File: src/rtl/vram_arbiter.sv
// vram_arbiter: shares one single-port synchronous VRAM between the real-time
// pixel fetcher (high priority) and the CPU bus port. The issue stage drives
// registered memory strobes; a two-stage tag pipeline routes read data back
// to whichever requester issued the read. A starvation counter forces the CPU
// ahead of the pixel fetcher after STARVE_LIMIT consecutive denied cycles.
//
// Handshake: a requester holds req (and its address/data) stable until it
// sees gnt; a transfer happens in exactly the cycle where req && gnt are both
// high. Grants are combinational from this cycle's requests and registered
// state, and at most one transfer is accepted per cycle.
module vram_arbiter #(
   parameter int ADDR_W       = 19,
   parameter int STARVE_LIMIT = 8
) (
   input  logic              clk,
   input  logic              reset,
   input  logic              px_req,
   input  logic [ADDR_W-1:0] px_addr,
   output logic              px_gnt,
   output logic [7:0]        px_rdata,
   output logic              px_valid,
   input  logic              cpu_req,
   input  logic              cpu_we,
   input  logic [ADDR_W-1:0] cpu_addr,
   input  logic [7:0]        cpu_wdata,
   output logic              cpu_gnt,
   output logic [7:0]        cpu_rdata,
   output logic              cpu_ack,
   output logic              mem_en,
   output logic              mem_we,
   output logic [ADDR_W-1:0] mem_addr,
   output logic [7:0]        mem_wdata,
   input  logic [7:0]        mem_rdata
);

   localparam int CNT_W = $clog2(STARVE_LIMIT + 1);

   // Read-return tags: which requester (if any) owns the read in each stage.
   localparam logic [1:0] TAG_NONE = 2'd0;
   localparam logic [1:0] TAG_PX   = 2'd1;
   localparam logic [1:0] TAG_CPU  = 2'd2;

   logic [CNT_W-1:0] starve_cnt;
   logic             cpu_busy;
   logic [1:0]       tag_s1;   // aligned with mem_en / mem_addr
   logic [1:0]       tag_s2;   // aligned with mem_rdata
   logic             force_cpu;
   logic             px_xfer;
   logic             cpu_xfer;

   // Grant logic: pixel fetcher wins ties unless the CPU has starved long enough.
   always_comb begin
      force_cpu = (starve_cnt == CNT_W'(STARVE_LIMIT));
      cpu_gnt   = !reset && cpu_req && !cpu_busy && (force_cpu || !px_req);
      px_gnt    = !reset && px_req && !(force_cpu && cpu_req && !cpu_busy);
      px_xfer   = px_req && px_gnt;
      cpu_xfer  = cpu_req && cpu_gnt;
   end

   // Issue stage: register the winning access onto the VRAM port.
   always_ff @(posedge clk) begin
      if (reset) begin
         mem_en    <= 1'b0;
         mem_we    <= 1'b0;
         mem_addr  <= '0;
         mem_wdata <= '0;
         tag_s1    <= TAG_NONE;
      end else begin
         mem_en <= px_xfer || cpu_xfer;
         mem_we <= cpu_xfer && cpu_we;
         if (px_xfer) begin
            mem_addr <= px_addr;
         end else if (cpu_xfer) begin
            mem_addr <= cpu_addr;
            if (cpu_we) begin
               mem_wdata <= cpu_wdata;
            end
         end
         if (px_xfer) begin
            tag_s1 <= TAG_PX;
         end else if (cpu_xfer && !cpu_we) begin
            tag_s1 <= TAG_CPU;
         end else begin
            tag_s1 <= TAG_NONE;
         end
      end
   end

   // Return stage: steer mem_rdata to the owning requester; the other data output holds.
   always_ff @(posedge clk) begin
      if (reset) begin
         tag_s2    <= TAG_NONE;
         px_rdata  <= '0;
         px_valid  <= 1'b0;
         cpu_rdata <= '0;
         cpu_ack   <= 1'b0;
      end else begin
         tag_s2   <= tag_s1;
         px_valid <= (tag_s2 == TAG_PX);
         if (tag_s2 == TAG_PX) begin
            px_rdata <= mem_rdata;
         end
         // Writes acknowledge one cycle after the handshake; reads when data lands.
         cpu_ack <= (cpu_xfer && cpu_we) || (tag_s2 == TAG_CPU);
         if (tag_s2 == TAG_CPU) begin
            cpu_rdata <= mem_rdata;
         end
      end
   end

   // CPU read-outstanding flag: set on read issue, cleared as its ack is registered.
   always_ff @(posedge clk) begin
      if (reset) begin
         cpu_busy <= 1'b0;
      end else if (tag_s2 == TAG_CPU) begin
         cpu_busy <= 1'b0;
      end else if (cpu_xfer && !cpu_we) begin
         cpu_busy <= 1'b1;
      end
   end

   // Starvation counter: counts denied CPU cycles, saturating at the force threshold.
   always_ff @(posedge clk) begin
      if (reset) begin
         starve_cnt <= '0;
      end else if (!cpu_req || cpu_xfer) begin
         starve_cnt <= '0;
      end else if (!cpu_busy && (starve_cnt != CNT_W'(STARVE_LIMIT))) begin
         starve_cnt <= starve_cnt + 1'b1;
      end
   end

endmodule

File: config.mk
export PLATFORM = sky130hd
export DESIGN_NAME = vram_arbiter
export DESIGN_NICKNAME = d
export VERILOG_FILES = /design/src/rtl/vram_arbiter.sv
export SDC_FILE = /design/constraint.sdc
export NUM_CORES = 1
export LEC_CHECK = 0
export BUFFER_PORTS_ARGS = -buffer_cell sky130_fd_sc_hd__buf_2
export CORE_ASPECT_RATIO = 1.25
export CORE_MARGIN = 10
export CORE_UTILIZATION = 40
export CTS_BUF_LIST = sky130_fd_sc_hd__clkbuf_16
export CTS_CLUSTER_SIZE = 14
export DETAILED_ROUTE_END_ITERATION = 10
export HOLD_SLACK_MARGIN = 0.12
export PLACE_DENSITY_LB_ADDON = 0.08
export SYNTH_ARGS = -nofsm -noshare
export SYNTH_HDL_FRONTEND = slang
export SYNTH_SLANG_ARGS = --single-unit
File: constraint.sdc
create_clock -name clk -period 1.9 [get_ports clk]
set_input_delay 0.38 -clock clk [delete_from_list [all_inputs] [get_ports clk]]
set_output_delay 0.38 -clock clk [all_outputs]
set_load 0.02 [all_outputs]
==> impl_metrics.csv <==
group,metric,value,unit
cells_and_area,fill_cells,523,
critical_path,arrival,1510,ps
cells_and_area,antenna_cells,0,
detailed_routing,drtIter0Drc,56,
timing,worst_clock_skew,8.109,ps
status,status,"complete, no violations",
clock_network,cts_max_path_buffers,2,
detailed_routing,drc,0,
cells_and_area,mostFrequentLayoutCells,"buf_2 (105), dfxtp_1 (54), nand2_1 (35)",
critical_path,start_kind,"register",
detailed_routing,wl_per_cell,15.96,microns
global_route,antenna_found_initial,0,
die,die_h,105.1,microns
timing,min_period_over_period,99.31,%
timing,slew_headroom,63.92,%
clock_network,cts_tree,"done",
hold_path,min_delay_path_depth,2,
logic_synthesis,synth_nets,294,
logic_synthesis,netlist_area,2316,sq um
logic_synthesis,ys.flop_type,"dfxtp_1",
die,die_w,88.06,microns
global_route,grt_overflow,0,
clock_network,htree_levels,2,
detailed_routing,finalWirelength,6385,microns
logic_synthesis,synth_cell_type_count,32,
die,fp.coreArea,5518,sq um
clock_network,clkTransAtPathRegs,70,ps
clock_network,clk_latency,290,ps
cells_and_area,fin_util,56.19,%
timing,period_needed,1887,ps
logic_synthesis,syn_inst,233,
detailed_routing,ant_nets,0,
timing,rsz0062_at_grt,"yes",
clock_network,cts_made_buffers,5,
logic_synthesis,synthTopCellsByArea,"dfxtp_1 (48%), a221o_2 (9.2%), nor4b_1 (7.2%)",
critical_path,cp_max_fo,4,
global_route,grt_pass1_vias,2154,
placement,numPortBuffers,107,
flow_run,max_cap_violations,0,
logic_synthesis,synth_seq_cells,56,
critical_path,reg2reg_depth,6,
clock_network,postCtsHoldBufs,0,
critical_path,path_class,"reg2out",
timing,hold-worst-slack,309.1,ps
pwr,p_leak,0.001380,uW
logic_synthesis,synth_edf_count,0,
timing,timing.fmax,0.5300,GHz
timing,drv_slew,0,
timing,hold_violations,0,
timing,tightest_slew,540.2,ps
cells_and_area,nets,396,
global_route,grt_max_degree,47,
global_route,track_usage,13.42,%
pwr,peakVddDrop,0.5002,mV
logic_synthesis,yosysSeqAreaShare,48.41,%
detailed_routing,first_pass_iters,4,
logic_synthesis,synth_top_area_share,48.41,%
placement,hpwl,4663,microns
cells_and_area,syn_to_final_growth,33.87,%
placement,gp_congestion,0.8072,
clock_network,clock_sinks,56,
clock_network,clockRootBuffer,"clkbuf_16",
cells_and_area,final_common_cell,"buf_2",
hold_path,hp-class,"in2reg",
timing,final-setup-viol-count,0,
detailed_routing,vias,2051,
logic_synthesis,yosysTopAreaCell,"dfxtp_1",
global_route,grt_pass1_wl,10320,microns
die,die_area,9253,sq um
logic_synthesis,async_reset_ff_share,0,%
critical_path,cp-end-kind,"output pin",
die,rows,30,
detailed_routing,viasPerCell,5.128,
pwr,power_per_cell_area,852.6,nW/um^2
cells_and_area,drive_gt1_share,46.13,%
critical_path,cp.required,1520,ps
die,ioPinCount,108,
logic_synthesis,yosys_warnings,0,
logic_synthesis,avgSynthCellArea,9.940,sq um
die,initial_core_util,41.97,%
-- critical path, cell delays in order (launching register included) --
cell	delay, ps
dfxtp_2	340
inv_2	50
ha_4	160
and3b_2	240
a211oi_4	270
buf_6	160
-- worst paths after layout --
| path | from | to | slack [ps] |
|---|---|---|---|
| setup / recovery | starve_cnt[1]$_SDFFE_PP0P_ | px_gnt | 10 |
| hold / removal | cpu_addr[11] | mem_addr[11]$_SDFFE_PP0P_ | 310 |
| setup reg to reg | starve_cnt[1]$_SDFFE_PP0P_ | mem_addr[17]$_SDFFE_PP0P_ | 300 |
| hold reg to reg | tag_s1[1]$_SDFF_PP0_ | tag_s2[1]$_SDFF_PP0_ | 440 |
-- report_power, final --
part | internal (uW) | switching (uW)
Sequential | 1230 | 26.4
Combinational | 160 | 196
Clock | 622 | 411
Total | 2010 | 634
-- logic make-up after synthesis --
| family | Yosys count | share of synthesized area (%) |
|---|---|---|
| AO/OA/AOI/OAI | 47 | 17.18 |
| adder cells (fa/ha/maj) | 2 | 1.080 |
| buffers and inverters | 26 | 5.402 |
| multiplexers | 8 | 3.458 |
| flip-flops | 56 | 48.41 |
| AND/OR/NAND/NOR | 94 | 24.47 |
-- what timing repair did --
action,CTS,global route
resized for setup,10,0
pin swaps,3,1
buffers inserted,3,0
setup endpoints to repair,2,2
-- layout make-up --
cell class	instances	area (sq um)	share of cell area, %
repair buffers	117	619.3	19.98
clock inverters	3	42.54	1.372
well taps	64	80.08	2.583
multi-input cells	151	1095	35.31
inverters	4	15.01	0.4843
clock buffers	5	125.1	4.036
flip-flops and latches	56	1124	36.24
-- flip-flops by register name, indices dropped and copies added (netlist names) --
| name | flops |
|---|---|
| cpu_busy | 1 |
| tag_s2 | 2 |
| mem_wdata | 8 |
| px_rdata | 8 |
| starve_cnt | 4 |
| mem_en | 1 |
| px_valid | 1 |
| mem_addr | 19 |
| cpu_rdata | 8 |
| mem_we | 1 |
| cpu_ack | 1 |
| tag_s1 | 2 |
-- synth_stat cells (2+ instances only) --
cell      instances
a211oi_1          3
a221o_2          19
or4_1             2
mux2i_1           8
nand4_1           2
nor2_1            5
buf_6             2
nand2b_1         19
buf_1             3
dfxtp_1          56
nor4b_1          19
ha_1              2
a21oi_1          19
buf_2             7
inv_1             4
nor2b_1           5
nand2_1          35
clkbuf_1          9
-- through the flow --
| step | cell area [sq um] | setup TNS (ps) | worst slack, ps | total power [uW] | std cells |
|---|---|---|---|---|---|
| after floorplan | 2316 | 0 | 187.9 | 1489 | 233 |
| after global placement | 2879 | 0 | 145.6 | 1632 | 389 |
| after detailed placement | 2879 | 0 | 136.8 | 1633 | 389 |
| after CTS | 3100 | -11.67 | -11.67 | 2678 | 400 |
| after global routing | 3100 | -60.92 | -35.03 | 2743 | 400 |
| final | 3100 | 0 | 13.19 | 2644 | 400 |
-- routing by layer --
metal | vias up | wire (microns) | global-route usage, %
met5 | - | 0 | 0
met2 | 75 | 2856 | 20.38
met1 | 937 | 2709 | 15.72
met3 | 4 | 767 | 7.382
li1 | 1035 | - | -
met4 | 0 | 52 | 4.045
Power figures use the tool's default switching activity.
